$ cat src/rtl/pcma_rom_sched_if.sv
// ADPCM-A sample ROM bus bundle: per-channel requests and the multiplexed ROM pins.
// RAD is carried as separate out/enable/in lanes; the bidirectional buffer sits in
// the pad ring, and rad_oe low means the pin is released (high-Z).
interface pcma_rom_sched_if;
    logic [5:0]   req;      // per-channel read request
    logic [131:0] ch_addr;  // channel n address at [22n+21:22n]
    logic [7:0]   rad_o;    // RAD value driven onto the pin
    logic         rad_oe;   // RAD output enable
    logic [7:0]   rad_i;    // RAD value read from the pin
    logic [5:0]   ra;       // upper address lines
    logic         rmpx;     // address latch strobe
    logic         nroe;     // ROM output enable, active low
    logic [5:0]   ack;      // one-cycle data-valid pulse per channel
    logic [7:0]   rdata;    // last byte read
    logic [2:0]   slot_ch;  // channel owning the bus
    logic         frame;    // pulse after channel 5's slot

    // Requesters and ROM side
    modport master (
        output req, ch_addr, rad_i,
        input  rad_o, rad_oe, ra, rmpx, nroe, ack, rdata, slot_ch, frame
    );

    // Scheduler side
    modport slave (
        input  req, ch_addr, rad_i,
        output rad_o, rad_oe, ra, rmpx, nroe, ack, rdata, slot_ch, frame
    );
endinterface

$ cat src/rtl/pcma_rom_sched.sv
// Time-division scheduler for the shared ADPCM-A sample ROM bus.
// Six channels take turns in fixed order; each slot is six phases of DIV clocks.
// The channel's request and 22-bit address are committed at slot start, the address
// goes out in two halves framed by RMPX, and one byte is read back while nROE is low.
module pcma_rom_sched #(
    parameter int unsigned DIV = 12
) (
    input  logic             phi_m_i,
    input  logic             nreset_i,
    pcma_rom_sched_if.slave  bus
);

    localparam int unsigned     DivW    = (DIV > 1) ? $clog2(DIV) : 1;
    localparam logic [DivW-1:0] DivLast = DivW'(DIV - 1);

    logic [DivW-1:0] div_q, div_d;
    logic [2:0]      phase_q, phase_d;
    logic [2:0]      ch_q, ch_d;
    logic            started_q;
    logic            active_q, active_d;
    logic [21:0]     addr_q, addr_d;
    logic [7:0]      rdata_q, rdata_d;
    logic [5:0]      ack_q, ack_d;
    logic            frame_q, frame_d;

    logic            phase_end;
    logic            slot_end;
    logic            commit;
    logic            capture;
    logic            sel_req;
    logic [21:0]     sel_addr;

    // Counter advance; the first edge after reset only commits slot 0 and holds at P0/div 0.
    always_comb begin
        phase_end = started_q && (div_q == DivLast);
        slot_end  = phase_end && (phase_q == 3'd5);

        div_d = '0;
        if (started_q && (div_q != DivLast)) begin
            div_d = div_q + 1'b1;
        end

        phase_d = phase_q;
        if (phase_end) begin
            phase_d = (phase_q == 3'd5) ? 3'd0 : phase_q + 3'd1;
        end

        ch_d = ch_q;
        if (slot_end) begin
            ch_d = (ch_q == 3'd5) ? 3'd0 : ch_q + 3'd1;
        end
    end

    // Select request and address of the channel whose slot starts next.
    always_comb begin
        sel_req  = 1'b0;
        sel_addr = '0;
        case (ch_d)
            3'd0: begin sel_req = bus.req[0]; sel_addr = bus.ch_addr[21:0];    end
            3'd1: begin sel_req = bus.req[1]; sel_addr = bus.ch_addr[43:22];   end
            3'd2: begin sel_req = bus.req[2]; sel_addr = bus.ch_addr[65:44];   end
            3'd3: begin sel_req = bus.req[3]; sel_addr = bus.ch_addr[87:66];   end
            3'd4: begin sel_req = bus.req[4]; sel_addr = bus.ch_addr[109:88];  end
            3'd5: begin sel_req = bus.req[5]; sel_addr = bus.ch_addr[131:110]; end
            default: begin sel_req = 1'b0; sel_addr = '0; end
        endcase
    end

    // Slot commit, data capture at the end of P5, and the frame pulse.
    always_comb begin
        commit   = !started_q || slot_end;
        capture  = slot_end && active_q;

        active_d = commit ? sel_req : active_q;
        addr_d   = commit ? sel_addr : addr_q;
        ack_d    = capture ? (6'd1 << ch_q) : 6'd0;
        rdata_d  = capture ? bus.rad_i : rdata_q;
        frame_d  = slot_end && (ch_q == 3'd5);
    end

    // All scheduler state; reset aborts any access in flight.
    always_ff @(posedge phi_m_i or negedge nreset_i) begin
        if (!nreset_i) begin
            div_q     <= '0;
            phase_q   <= 3'd0;
            ch_q      <= 3'd0;
            started_q <= 1'b0;
            active_q  <= 1'b0;
            addr_q    <= '0;
            rdata_q   <= 8'h00;
            ack_q     <= 6'd0;
            frame_q   <= 1'b0;
        end else begin
            div_q     <= div_d;
            phase_q   <= phase_d;
            ch_q      <= ch_d;
            started_q <= 1'b1;
            active_q  <= active_d;
            addr_q    <= addr_d;
            rdata_q   <= rdata_d;
            ack_q     <= ack_d;
            frame_q   <= frame_d;
        end
    end

    // Pin decode from registered phase and committed slot content only.
    always_comb begin
        bus.rad_o  = 8'h00;
        bus.rad_oe = 1'b0;
        bus.ra     = 6'h00;
        bus.rmpx   = 1'b0;
        bus.nroe   = 1'b1;
        if (active_q) begin
            case (phase_q)
                3'd0: begin
                    bus.rad_o  = addr_q[7:0];
                    bus.rad_oe = 1'b1;
                    bus.ra     = {4'h0, addr_q[9:8]};
                end
                3'd1: begin
                    bus.rad_o  = addr_q[7:0];
                    bus.rad_oe = 1'b1;
                    bus.ra     = {4'h0, addr_q[9:8]};
                    bus.rmpx   = 1'b1;
                end
                3'd2: begin
                    bus.rad_o  = addr_q[17:10];
                    bus.rad_oe = 1'b1;
                    bus.ra     = {2'h0, addr_q[21:18]};
                    bus.rmpx   = 1'b1;
                end
                3'd3: begin
                    bus.rad_o  = addr_q[17:10];
                    bus.rad_oe = 1'b1;
                    bus.ra     = {2'h0, addr_q[21:18]};
                end
                3'd4, 3'd5: begin
                    // ROM drives RAD; keep RA at the high half so it stays stable.
                    bus.ra     = {2'h0, addr_q[21:18]};
                    bus.nroe   = 1'b0;
                end
                default: begin
                    bus.rad_oe = 1'b0;
                end
            endcase
        end
    end

    // Status outputs straight from registers.
    always_comb begin
        bus.ack     = ack_q;
        bus.rdata   = rdata_q;
        bus.slot_ch = ch_q;
        bus.frame   = frame_q;
    end

endmodule

$ cat src/flat_wrapper.sv
// flat-port wrapper written by rule: the top's interface ports become plain ports
module pcma_rom_sched_flat 
#(
    parameter int unsigned DIV = 12
)
  (phi_m_i, nreset_i, bus_req, bus_ch_addr, bus_rad_i, bus_rad_o, bus_rad_oe, bus_ra, bus_rmpx, bus_nroe, bus_ack, bus_rdata, bus_slot_ch, bus_frame);
  pcma_rom_sched_if bus_i ();
  input  logic phi_m_i;
  input  logic nreset_i;
  input wire logic [$bits(bus_i.req)-1:0] bus_req;
  input wire logic [$bits(bus_i.ch_addr)-1:0] bus_ch_addr;
  input wire logic [$bits(bus_i.rad_i)-1:0] bus_rad_i;
  output wire logic [$bits(bus_i.rad_o)-1:0] bus_rad_o;
  output wire logic [$bits(bus_i.rad_oe)-1:0] bus_rad_oe;
  output wire logic [$bits(bus_i.ra)-1:0] bus_ra;
  output wire logic [$bits(bus_i.rmpx)-1:0] bus_rmpx;
  output wire logic [$bits(bus_i.nroe)-1:0] bus_nroe;
  output wire logic [$bits(bus_i.ack)-1:0] bus_ack;
  output wire logic [$bits(bus_i.rdata)-1:0] bus_rdata;
  output wire logic [$bits(bus_i.slot_ch)-1:0] bus_slot_ch;
  output wire logic [$bits(bus_i.frame)-1:0] bus_frame;
  assign bus_i.req = bus_req;
  assign bus_i.ch_addr = bus_ch_addr;
  assign bus_i.rad_i = bus_rad_i;
  assign bus_rad_o = bus_i.rad_o;
  assign bus_rad_oe = bus_i.rad_oe;
  assign bus_ra = bus_i.ra;
  assign bus_rmpx = bus_i.rmpx;
  assign bus_nroe = bus_i.nroe;
  assign bus_ack = bus_i.ack;
  assign bus_rdata = bus_i.rdata;
  assign bus_slot_ch = bus_i.slot_ch;
  assign bus_frame = bus_i.frame;
  pcma_rom_sched #(.DIV(DIV)) u_core (.phi_m_i(phi_m_i), .nreset_i(nreset_i), .bus(bus_i));
endmodule
$ cat config.mk
export PLATFORM = sky130hd
export DESIGN_NAME = pcma_rom_sched_flat
export DESIGN_NICKNAME = d
export VERILOG_FILES = /design/src/rtl/pcma_rom_sched_if.sv /design/src/rtl/pcma_rom_sched.sv /design/src/flat_wrapper.sv
export SDC_FILE = /design/constraint.sdc
export NUM_CORES = 1
export LEC_CHECK = 0
export ABC_AREA = 1
export CELL_PAD_IN_SITES_DETAIL_PLACEMENT = 1
export CELL_PAD_IN_SITES_GLOBAL_PLACEMENT = 1
export CORE_MARGIN = 4
export CORE_UTILIZATION = 28
export DETAILED_ROUTE_END_ITERATION = 8
export HOLD_SLACK_MARGIN = 0.12
export PLACE_DENSITY = 0.89
export SLEW_MARGIN = 0
export SYNTH_ARGS = -nofsm -noshare
export SYNTH_HDL_FRONTEND = slang
export SYNTH_SLANG_ARGS = --single-unit
export TNS_END_PERCENT = 30
$ cat constraint.sdc
create_clock -name phi_m_i -period 2.7 [get_ports phi_m_i]
set_input_delay 0.54 -clock phi_m_i [delete_from_list [all_inputs] [get_ports phi_m_i]]
set_output_delay 0.54 -clock phi_m_i [all_outputs]
set_load 0.02 [all_outputs]
==> summary.txt, run 1 <==
Placed design
  – Hpwl dp: between 10000 and 15000 um
  – Final Wtd Congestion: 0.871
  – Placed cell area: between 5000 and 6000 sq um
  – Buffers added on ports: 180

Yosys
  – Synth area leaders: dfrtp_1 33%, nand4_1 23%, nor2_1 9.2%
  – Most common cell in the netlist: nand4_1
  – Synth Area in Simple Gates: a little under half
  – Post-Synth Adder-Cell Area: 1.01%
  – Multiplexer area fraction after synthesis: between 2 and 2.5%
  – Post-synth top cells: 136 x nand4_1, 91 x nor2_1, 90 x nand2_1
  – Synth Area in XOR/XNOR: 0.472%
  – Seq cells post-synth: 49
  – Post-synth EDFFs: 0
  – Largest family of logic cells by synthesized area: simple AND/OR/NAND/NOR gates
  – Avg Inst Size Synth: between 7 and 8 sq um
  – Post-synth top flop: dfrtp_1
  – Synth warnings: 0
  – Post-synth top area share: about a third
  – Syn Std Cell Area: 3710 sq um
  – Distinct cells, synth: 30
  – Post-synthesis compound-gate area fraction: under 10%
  – Seq/Total Area, Yosys: between 30% and 40%
  – Ys async rst share: between 90% and 100%
  – Cell count after synthesis: between 500 and 600
  – Synth area leader: dfrtp_1

Run status
  – Status: complete, no violations

CTS
  – TritonCTS Buffers: 5
  – Clock buffer depth: 2
  – Clk sink count: between 40 and 50
  – Cts repair resizes: 1
  – Cts hold-fix bufs: 0
  – CTS tree: done
  – Post-CTS Repair Setup Buffers: 0
  – Clock Root Buffer: clkbuf_16
  – Later-pin clock latency in the skew report: between 200 and 300 ps
  – Reg clk slew, reported paths: roughly 70 ps
  – H-tree depth: 2

Layout
  – Post-route cell area: between 5000 and 6000 sq um
  – Layout net count: 831
  – Ant. Diodes: 0
  – # fillers: 1550
  – Area delta synth->final: 56.7%
  – Sequential Area: between 1000 and 1500 sq um
  – Layout cells sized above 1: 7.49%
  – Fin util: between 40% and 50%
  – Area of the multi-input gates: ~2100 sq um

Timing
  – Tmin final: around 2500 ps
  – Actual slew at the worst max-slew pin: between 600 and 700 ps
  – Max-slew violation count: 0
  – Headroom to the max-slew limit: between 50% and 60%
  – Final setup fails: 0
  – Endpoints failing hold: 0
  – Max Fclk: roughly 390 MHz
  – Clock Skew: a little over 10 ps
  – RSZ-0062 raised after global routing: yes
  – Final worst path period share: 94.4%

Floorplan
  – Die ar.: between 15000 and 20000 sq um
  – Chip Height: 123 um
  – FP Rows: 41
  – Initial Utilization: 29.1%
  – I/O pin total: 183
  – Overall die width: around 120 um
  – Core Region: about 13000 sq um

Job
  – Max-capacitance violation count: 0

Route
  – Final ANT Viol Nets: 0
  – Vias: ~4600
  – Routed WL per cell: around 20 um
  – Via density: 5.44
  – First-pass DRT Iterations: 5
  – Final wirelength: 17300 um
  – First DRT Iteration DRCs: 360
  – DRC violations left: 0

Global route
  – Vias in the first global route: 4897
  – Global route overflow: 0
  – First-pass GRT wire length: between 20000 and 30000 um
  – Largest net degree at the start of global routing: 53
  – Initial antenna violation count: 0
  – Overall Global Routing Usage: ~22%

Critical path
  – Crit path capture: bus_ra[1]
  – Critical Path Source Type: register
  – Worst r2r src: u_core.div_q[0]
  – Cell count of the worst reg-to-reg path: 10
  – CP Launch Point: u_core.active_q
  – Worst r2r dst: u_core.addr_q[10]
  – Crit Path Max Fanout: 7
  – CP arrival: around 2000 ps
  – Crit Path Category: register to primary output
  – R2r setup slk: between 200 and 300 ps
  – Worst Setup End Kind: primary output
  – Worst path required time: 2160 ps

Power and ir drop
  – Leakage power: ~2.6 nW
  – Power density over the cells: ~320 nW/um^2
  – Peak supply drop: approximately 0.26 mV

Min path
  – Hold Path Class: input pin to async pin
-- stage by stage --
stage | worst slack [ps] | setup TNS [ps] | instances | power (mW) | hold slack [ps]
CTS | 12.6 | 0 | 853 | 1.90 | 301
floorplan | 536 | 0 | 525 | 0.939 | 244
global route | -65.3 | -65.3 | 853 | 1.97 | 315
detailed placement | 265 | 0 | 845 | 1.26 | 457
finish | 151 | 0 | 853 | 1.89 | 266
global placement | 379 | 0 | 845 | 1.25 | 446
-- report_power, final --
part | internal [mW] | total (mW) | leakage, nW | switching (mW)
clock network | 0.369 | 0.641 | 0.0768 | 0.272
logic | 0.271 | 0.441 | 1.94 | 0.170
registers | 0.775 | 0.807 | 0.596 | 0.0320
-- sequential cells by signal, summed over array words and instances, names as in the netlist --
signal / count
u_core.active_q: 1
u_core.addr_q: 22
u_core.bus.ack: 6
u_core.bus.frame: 1
u_core.bus.rdata: 8
u_core.bus.slot_ch: 3
u_core.div_q: 4
u_core.phase_q: 3
u_core.started_q: 1
-- how the worst min path moves through the flow --
stage | end | slack (ps) | from | cells after the start
after floorplan | u_core.active_q | 240 | nreset_i | 0
after global placement | u_core.div_q[0] | 450 | u_core.div_q[0] | 1
after detailed placement | u_core.div_q[0] | 460 | u_core.div_q[0] | 1
after CTS | u_core.bus.rdata[1] | 300 | nreset_i | 1
after global routing | u_core.bus.rdata[1] | 310 | nreset_i | 1
final | u_core.bus.rdata[1] | 270 | nreset_i | 1
-- layout by cell type (no fill, tap or decap), drive strengths merged --
cell type / Yosys / layout
a21boi: 1 / 1
a21oi: 25 / 25
a22oi: 8 / 8
buf: 42 / 21
clkbuf: 10 / 6
clkdlybuf4s50: 0 / 170
clkinv: 0 / 2
conb: 2 / 3
dfrtp: 49 / 49
dlymetal6s2s: 0 / 9
ha: 3 / 3
inv: 25 / 25
mux2: 8 / 8
nand2: 94 / 94
nand3: 13 / 13
nand4: 137 / 137
nor2: 93 / 93
nor3: 2 / 2
nor4: 2 / 2
o21ai: 4 / 4
o21bai: 2 / 2
o31ai: 1 / 1
or2: 1 / 1
xor2: 2 / 2
-- per-layer routing --
layer / wire (um) / GRT usage (%)
met5: 0 / 0
met1: 7090 / 29.1
met4: 388 / 6.09
met2: 8760 / 38.4
met3: 1090 / 3.16
-- critical path, stage by stage (launching register included) --
cell and delay [ps]:
dfrtp_1 530, nand3_1 170, a21boi_2 200, o21ai_0 180, clkdlybuf4s50_1 640
-- cell families (layout without fill, tap and decap cells) --
kind of cell / Yosys count / count (layout)
muxes: 8 / 8
xor gates and xnor gates: 2 / 2
other: 2 / 3
adders and majority gates: 3 / 3
buffers and inverters: 77 / 233
DFF: 49 / 49
AOI/OAI and AO/OA: 41 / 41
and+or+nand+nor: 342 / 342
-- layout make-up --
type	count	area share (%)
sequential	49	21.1
clock inverter	2	0.237
inverter	25	1.61
tap	172	3.70
clock buffer	6	2.39
multi-input combinational	399	36.0
timing repair buffer	200	34.9
Power figures use the tool's default switching activity.
==> inputs of run 2 (changes only) <==
--- a/config.mk
+++ b/config.mk
@@ -11,7 +11,6 @@
 export CORE_MARGIN = 4
 export CORE_UTILIZATION = 28
 export DETAILED_ROUTE_END_ITERATION = 8
-export HOLD_SLACK_MARGIN = 0.12
 export PLACE_DENSITY = 0.89
 export SLEW_MARGIN = 0
 export SYNTH_ARGS = -nofsm -noshare
==> results of run 2 <==
Same layout as run 1: the final DEF is identical, and so are final timing and power.
